**config.mk**
```make
export PLATFORM = sky130hd
export DESIGN_NAME = beep_scheduler
export DESIGN_NICKNAME = d
export VERILOG_FILES = /design/src/rtl/beep_scheduler.sv
export SDC_FILE = /design/constraint.sdc
export NUM_CORES = 1
export LEC_CHECK = 0
export CAP_MARGIN = 20
export CORE_AREA = 2 2 92 94
export CTS_CLUSTER_DIAMETER = 120
export CTS_CLUSTER_SIZE = 28
export DETAILED_ROUTE_END_ITERATION = 10
export DIE_AREA = 0 0 94 96
export GPL_TIMING_DRIVEN = 0
export PLACE_DENSITY = 0.81
export SLEW_MARGIN = 0
export SYNTH_ARGS = -nofsm -noshare
export SYNTH_HDL_FRONTEND = slang
export SYNTH_SLANG_ARGS = --single-unit
```
**constraint.sdc**
```tcl
create_clock -name clk -period 2.73 [get_ports clk]
set_input_delay 0.546 -clock clk [delete_from_list [all_inputs] [get_ports clk]]
set_output_delay 0.546 -clock clk [all_outputs]
set_load 0.005 [all_outputs]
```
**src/rtl/beep_scheduler.sv**
```systemverilog
// beep_scheduler: shares one passive buzzer among N_REQ requesters.
// Request pulses are latched as pending flags with a per-requester beep count.
// Pending requesters are granted round-robin; each grant plays a burst of
// beeps (tone ON phase, silent OFF phase) and ends with a one-cycle DONE.
// Optional feature macro: BEEP_PREEMPT_EN (requester 0 preempts other bursts).
module beep_scheduler #(
  parameter int unsigned N_REQ     = 4,
  parameter int unsigned TONE_DIV  = 12500,
  parameter int unsigned UNIT_CYC  = 5000000,
  parameter int unsigned ON_UNITS  = 1,
  parameter int unsigned OFF_UNITS = 1
) (
  input  logic               clk,
  input  logic               rst,
  input  logic [N_REQ-1:0]   req,
  input  logic [4*N_REQ-1:0] req_cnt,
  output logic [N_REQ-1:0]   grant,
  output logic               busy,
  output logic               done,
  output logic               beep
);

  localparam int unsigned ON_T   = ON_UNITS * UNIT_CYC;
  localparam int unsigned OFF_T  = OFF_UNITS * UNIT_CYC;
  localparam int unsigned PH_MAX = (ON_T > OFF_T) ? ON_T : OFF_T;
  localparam int unsigned PW     = (PH_MAX > 1) ? $clog2(PH_MAX) : 1;
  localparam int unsigned TW     = (TONE_DIV > 1) ? $clog2(TONE_DIV) : 1;
  localparam int unsigned IW     = (N_REQ > 1) ? $clog2(N_REQ) : 1;

  localparam logic [PW-1:0] ON_LAST   = PW'(ON_T - 1);
  localparam logic [PW-1:0] OFF_LAST  = PW'(OFF_T - 1);
  localparam logic [TW-1:0] TONE_LAST = TW'(TONE_DIV - 1);
  localparam logic [IW-1:0] LAST_IDX  = IW'(N_REQ - 1);

  typedef enum logic [1:0] {
    S_IDLE,
    S_ON,
    S_OFF,
    S_DONE
  } state_t;

  state_t           state_q;
  logic [N_REQ-1:0] pend_q, pend_d, pend_clr;
  logic [3:0]       cnt_lat_q [N_REQ];
  logic [3:0]       cnt_lat_d [N_REQ];
  logic [IW-1:0]    rr_q;
  logic [IW-1:0]    win_q;
  logic [3:0]       left_q;
  logic [PW-1:0]    ph_q;
  logic [TW-1:0]    tone_q;
  logic [N_REQ-1:0] grant_q;
  logic             busy_q;
  logic             done_q;
  logic             beep_q;

  logic             win_any;
  logic [IW-1:0]    win_idx;
  logic             preempt;

  // Round-robin search: first pending requester at or above rr_q, wrapping.
  always_comb begin : arb
    int unsigned pos;
    pos     = 0;
    win_any = 1'b0;
    win_idx = '0;
    for (int unsigned k = 0; k < N_REQ; k++) begin
      pos = 32'(rr_q) + k;
      if (pos >= N_REQ) pos = pos - N_REQ;
      if (!win_any && pend_q[IW'(pos)]) begin
        win_any = 1'b1;
        win_idx = IW'(pos);
      end
    end
`ifdef BEEP_PREEMPT_EN
    // Requester 0 is served first once it has forced an abort, regardless of rr_q.
    if (pend_q[0]) win_idx = '0;
`endif
  end

  // Abort request for the burst in progress (only meaningful in ON/OFF).
  always_comb begin
    preempt = 1'b0;
`ifdef BEEP_PREEMPT_EN
    preempt = pend_q[0] && (win_q != '0);
`endif
  end

  // Pending flags and latched counts; a new request in the DONE cycle beats the clear.
  always_comb begin
    pend_clr = '0;
    if (state_q == S_DONE) pend_clr[win_q] = 1'b1;
    pend_d = (pend_q & ~pend_clr) | req;
    for (int unsigned i = 0; i < N_REQ; i++) begin
      cnt_lat_d[i] = req[i] ? req_cnt[4*i +: 4] : cnt_lat_q[i];
    end
  end

  // Pending register bank.
  always_ff @(posedge clk or posedge rst) begin
    if (rst) begin
      pend_q <= '0;
      for (int unsigned i = 0; i < N_REQ; i++) cnt_lat_q[i] <= '0;
    end else begin
      pend_q <= pend_d;
      for (int unsigned i = 0; i < N_REQ; i++) cnt_lat_q[i] <= cnt_lat_d[i];
    end
  end

  // Burst sequencer with registered grant/busy/done/beep.
  always_ff @(posedge clk or posedge rst) begin
    if (rst) begin
      state_q <= S_IDLE;
      rr_q    <= '0;
      win_q   <= '0;
      left_q  <= '0;
      ph_q    <= '0;
      tone_q  <= '0;
      grant_q <= '0;
      busy_q  <= 1'b0;
      done_q  <= 1'b0;
      beep_q  <= 1'b0;
    end else begin
      case (state_q)
        S_IDLE: begin
          if (win_any) begin
            win_q   <= win_idx;
            grant_q <= N_REQ'(1) << win_idx;
            busy_q  <= 1'b1;
            left_q  <= cnt_lat_q[win_idx];
            ph_q    <= '0;
            tone_q  <= '0;
            if (cnt_lat_q[win_idx] == 4'd0) begin
              state_q <= S_DONE;
              done_q  <= 1'b1;
              beep_q  <= 1'b0;
            end else begin
              state_q <= S_ON;
              beep_q  <= 1'b1;
            end
          end
        end

        S_ON: begin
          if (preempt) begin
            state_q <= S_IDLE;
            grant_q <= '0;
            busy_q  <= 1'b0;
            beep_q  <= 1'b0;
            ph_q    <= '0;
            tone_q  <= '0;
          end else if (ph_q == ON_LAST) begin
            state_q <= S_OFF;
            beep_q  <= 1'b0;
            left_q  <= left_q - 1'b1;
            ph_q    <= '0;
            tone_q  <= '0;
          end else begin
            ph_q <= ph_q + 1'b1;
            if (tone_q == TONE_LAST) begin
              tone_q <= '0;
              beep_q <= ~beep_q;
            end else begin
              tone_q <= tone_q + 1'b1;
            end
          end
        end

        S_OFF: begin
          if (preempt) begin
            state_q <= S_IDLE;
            grant_q <= '0;
            busy_q  <= 1'b0;
            beep_q  <= 1'b0;
            ph_q    <= '0;
            tone_q  <= '0;
          end else if (ph_q == OFF_LAST) begin
            ph_q   <= '0;
            tone_q <= '0;
            if (left_q != 4'd0) begin
              state_q <= S_ON;
              beep_q  <= 1'b1;
            end else begin
              state_q <= S_DONE;
              done_q  <= 1'b1;
            end
          end else begin
            ph_q <= ph_q + 1'b1;
          end
        end

        S_DONE: begin
          state_q <= S_IDLE;
          done_q  <= 1'b0;
          grant_q <= '0;
          busy_q  <= 1'b0;
          beep_q  <= 1'b0;
          rr_q    <= (win_q == LAST_IDX) ? '0 : win_q + 1'b1;
        end

        default: begin
          state_q <= S_IDLE;
          grant_q <= '0;
          busy_q  <= 1'b0;
          done_q  <= 1'b0;
          beep_q  <= 1'b0;
        end
      endcase
    end
  end

  assign grant = grant_q;
  assign busy  = busy_q;
  assign done  = done_q;
  assign beep  = beep_q;

endmodule

```
# Yosys cells after proc, flatten, opt, wreduce, memory -nomap -nowiden
# Index checks and enable logic that the tools add are counted.
# Widths: inputs -> output; s select.
word_totals:
  regBits: 74
  inputBits: 22
op_classes:
  reduce_logical: 23
  shift: 1
  n_eq_ne: 13
  n_addsub: 11
  bitwise_logic: 6
  n_lt_le_gt_ge: 11
  mux: 60
ops:
  columns: ["op", "count"]
  rows:
  - ["$mux 14", 4]
  - ["$mux 23", 2]
  - ["$pmux 23 s2", 1]
  - ["$pmux 14 s3", 1]
  - ["$mux 2", 14]
  - ["$mux 4", 6]
  - ["$add 23x1->23 const B", 1]
  - ["$eq 23x23->1 const B", 1]
  - ["$mux 1", 20]
  - ["$pmux 4 s2", 2]
  - ["$lt 2x3->1 const B", 5]
  - ["$add 14x1->14 const B", 1]
  - ["$eq 14x14->1 const B", 1]
  - ["$ge 3x3->1 const B", 4]
  - ["$ne 2x2->1 const B", 6]
  - ["$reduce_and 3->1", 3]
  - ["$bmux 1 s2", 4]
  - ["$bmux 4 s2", 1]
  - ["$pmux 2 s4", 1]
  - ["$sub 2x1->2 const B", 4]
  - ["$add 2x2->3 const B", 2]
  - ["$eq 2x2->1 const B", 3]
  - ["$reduce_and 2->1", 3]
  - ["$reduce_bool 3->1", 2]
  - ["other kinds (26)", 33]

# Depth between registers and ports, before layout
# Gate-level depths: netlist (run 1).
depth:
  word_depth: 22
  depth_mapped: 10
  depth_no_buf: 9

# Least setup slack after synthesis (run 1)
# OpenSTA, ideal clock, no wires.
synth_timing:
  path_type: "reg2reg"
  startpoint: "reg ph_q[0]"
  endpoint: "reg tone_q[7]"
  t_arrival_ps: 2525
  setup_slack_ps: 76
  stages_incl_launch_ff: 9
  path_buffers: 0
  setup_time_ps: 129
  synth_period_minus_slack_ps: 2654
  cell_sequence: "dfrtp_1 ha_1 nand3_2 or2_4 or4_4 a211o_4 or4_4 xor2_1 nor2_2"
synth_via:
  elab_chain_len: 3
  elab_cells_between_ends: 5
  classes_between: "eq/ne (2); mux (2); reduce/logical (1)"
synth_lines:
  columns: ["item", "line_no", "source"]
  rows:
  - ["from (decl)", "49", "logic [PW-1:0] ph_q;"]
  - ["from (signal assigned)", "158", "ph_q <= ph_q + 1'b1;"]
  - ["from (signal assigned)", "187", "ph_q <= ph_q + 1'b1;"]
  - ["$eq 23x23->1 (*)", "151, 176", null]
  - ["$mux 14 or $ne 2x2->1 (tied branches)", null, null]
  - ["$pmux 14 s3 or $reduce_and 3->1 (tied branches)", null, null]
  - ["to (signal assigned)", "163", "tone_q <= tone_q + 1'b1;"]
  - ["to (decl)", "50", "logic [TW-1:0] tone_q;"]
# Every way passes the cells marked *; elsewhere a longest branch is shown, timed or not.
# A chain may end at the register's enable or synchronous reset.

# Final worst setup path (run 1)
layout_timing:
  startpoint: "reg ph_q[12]"
  endpoint: "reg tone_q[7]"
# The elaborated chain is that of the path after synthesis.

==> results_dict.tcl, run 1 <==
set metrics [dict create \
    grt_pass1_wl_mm 14.55 \
    status "finished, final reports clean" \
    whs_path_depth 1 \
    place_ws_ns -0.1092 \
    drtPass1Iterations 4 \
    async_flop_share_pct 100.0 \
    max_slew_margin_pct 35.01 \
    pin_count 29 \
    crit_arrival_ns 2.87 \
    hold_start "ph_q[22]" \
    clk_pin_slew_worst_paths_ns 0.07 \
    reg2reg_slack_ns 0.11 \
    syn-cell-area_um2 3915 \
    viasPerCell 5.691 \
    detail-route-antenna-nets 0 \
    maxCapViolations 0 \
    hold_violations 0 \
    numCtsBuffers 9 \
    final_cell_mix "dfrtp_1, nand2_1, o21ai_0" \
    critPathRequiredTime_ns 2.98 \
    ctsHoldBuffers 0 \
    die_w_um 94 \
    ys_warn_count 0 \
    clock_latency_ns 0.36 \
    max_clock_freq_mhz 381.1 \
    dr_total_vias 3204 \
    crit_type "flip-flop to flip-flop" \
    slew_violations 0 \
    ys_seq_elements 74 \
    seqPwrFrac_pct 32.9 \
    std_cell_rows 33 \
    synth_seq_area_share_pct 47.30 \
    first_iter_violations 202 \
    ys_types 46 \
    worst-path-max-fanout 8 \
    gp_congestion 0.8701 \
    fin_hold_ws_ns 0.4894 \
    syn_inst 410 \
    die-area_um2 9024 \
    cts-root-buf "clkbuf_8" \
    hp-class "flip-flop to flip-flop" \
    drc_errors 0 \
    fill_cells 675 \
    r2r_start "ph_q[12]" \
    grt-ovfl-total 0 \
    routedWlPerCell_um 15.39 \
    drive_gt1_share_pct 13.97 \
    clock_path_buffers 2 \
    power.share.clock_pct 20.2 \
    worst_slew_pin_slew_ns 0.9691 \
    synth_edf_count 0 \
    pwr_density_cell_nw_per_um2 943.4 \
    fin_ws_ns 0.1060 \
    numPortBuffers 28 \
    final-setup-viol-count 0 \
    grtUsageTotal_pct 20.69 \
    grt_max_degree 75 \
    rr_endpoint "tone_q[7]" \
    p_leak_nw 1.956 \
    finClkSkew_ns 0.009057 \
    routed_wl_mm 8.665 \
    finalCritPeriodShare_pct 96.12 \
    combinationalPowerShare_pct 46.9 \
    nets 488 \
    p_int_mw 2.566 \
    cts.sinks 74 \
    utilization_pct 57.34 \
    ir_worst_vdd_mv 0.4514 \
    cts_tree "done" \
    fp.dieH_um 96 \
    place.detailed.hpwl_mm 5.897 \
    switching_share_pct 41.10 \
    worst_setup_path_end_kind "flip-flop" \
    antenna_found_initial 0 \
    syn_nets 445 \
    n_antenna_cell 0 \
    cts-htree-levels 3 \
    layout_commonest_cell "dfrtp_1" \
    core_um2 8051 \
    period_needed_ns 2.624 \
    power_mw 4.356 \
    syn_to_final_growth_pct 17.93 \
    dominantRegCellSynth "dfrtp_1" \
    grt_setup_unrepaired "false" \
    cp-start-kind "flip-flop" \
    reg2reg_depth 7 \
    grt_pass1_vias 3258 \
    syn_area_per_cell_um2 9.549 \
    hold_end "ph_q[22]" \
    start_util_pct 48.62 \
    p_switching_mw 1.790 \
]
layout make-up:
| class | instances | area, um^2 | area share (%) |
|---|---|---|---|
| plain buffers | 12 | 55.05 | 1.192 |
| clock buffers | 12 | 155.1 | 3.360 |
| clock inverters | 4 | 50.05 | 1.084 |
| multi-input cells | 304 | 1978 | 42.85 |
| inverters | 18 | 70.07 | 1.518 |
| well taps | 105 | 131.4 | 2.846 |
| flip-flops and latches | 74 | 1852 | 40.11 |
| repair buffers | 34 | 325.3 | 7.046 |
state kept, by name (all words and copies together) (netlist names):
register	flops
tone_q	14
done	1
state_q	2
left_q	4
beep	1
win_q	2
ph_q	23
busy	1
cnt_lat_q	16
rr_q	2
pend_q	4
grant	4
repair_timing:
item / 4_1_cts / 5_1_grt
setup endpoints to repair: 25 / 27
buffers inserted: 2 / 4
cloned: 0 / 0
pin swaps: 1 / 4
resized for setup: 7 / 11
how the worst max path moves through the flow:
stage              from    endpoint  slack [ns]  depth (start not counted)
2_1_floorplan   ph_q[0]   tone_q[7]        0.08                          8
3_3_place_gp        rst   tone_q[7]       -0.88                          2
3_5_place_dp    ph_q[0]  tone_q[10]       -0.11                          9
4_1_cts         ph_q[0]   tone_q[7]       0.005                          8
5_1_grt         ph_q[7]   tone_q[7]        0.03                          7
6_report       ph_q[12]   tone_q[7]        0.11                          7
synth_stat cells, drive strengths merged (3+ instances only):
master | instances | area, um^2
nor4 | 3 | 18.77
o22ai | 3 | 18.77
a211o | 3 | 35.04
ha | 13 | 162.7
dfrtp | 74 | 1852
xor2 | 8 | 70.07
xnor2 | 4 | 35.03
nor3 | 13 | 65.06
a21oi | 15 | 78.83
nor2 | 38 | 145.1
nand2 | 46 | 172.7
a211oi | 4 | 35.03
and2 | 4 | 25.02
o31ai | 4 | 30.03
mux2 | 21 | 236.5
and3 | 4 | 25.02
inv | 18 | 67.56
a21o | 7 | 52.55
nor2b | 3 | 18.77
nand4 | 10 | 62.56
clkbuf | 14 | 52.55
nand2b | 5 | 31.28
mux2i | 12 | 120.1
a22o | 5 | 43.79
o21ai | 42 | 210.2
nand3 | 20 | 105.1
layer usage:
metal | track usage (%) | wire, um
met5 | 0 | 0
met4 | 11.47 | 172
met3 | 3.367 | 260
met2 | 35.30 | 4350
met1 | 25.08 | 3882
critical path, cell delays in order (launching register included):
cell and delay [ns]:
dfrtp_1 0.47, nor4_2 0.31, nand3_1 0.13, or4_4 0.51
a211o_4 0.38, or4_4 0.53, xor2_2 0.15, nor2_2 0.04
per-stage QoR:
| stage | TNS, ns | area (um^2) | instances |
|---|---|---|---|
| floorplan | 0 | 3915 | 410 |
| global placement | -66.19 | 4327 | 543 |
| detailed placement | -1.730 | 4329 | 543 |
| CTS | 0 | 4568 | 561 |
| global route | 0 | 4617 | 563 |
| finish | 0 | 4617 | 563 |
power by group through the flow:
stage	Clock, mW	Sequential (mW)	Combinational, mW
3_5_place_dp	0	1.45	1.92
3_3_place_gp	0	1.44	1.84
4_1_cts	0.893	1.43	1.98
5_1_grt	0.947	1.45	2.26
2_1_floorplan	0	1.42	1.40
6_report	0.879	1.43	2.04
kinds of logic after synthesis:
| logic type | Yosys count | synth area share, % |
|---|---|---|
| compound gates | 90 | 14.35 |
| xor+xnor | 12 | 2.685 |
| flops | 74 | 47.30 |
| mux | 33 | 9.109 |
| buf+inv | 32 | 3.068 |
| fa+ha+maj | 13 | 4.155 |
| simple gates | 156 | 19.34 |
Note: power is estimated with default switching activity, not from simulation.
==> inputs of run 2 (changes only) <==
--- a/config.mk
+++ b/config.mk
@@ -11,6 +11,7 @@
 export CTS_CLUSTER_SIZE = 28
 export DETAILED_ROUTE_END_ITERATION = 10
 export DIE_AREA = 0 0 94 96
+export GPL_ROUTABILITY_DRIVEN = 1
 export GPL_TIMING_DRIVEN = 0
 export PLACE_DENSITY = 0.81
 export SLEW_MARGIN = 0
==> results of run 2 <==
The final DEF is identical to that of run 1; final timing and power are the same.
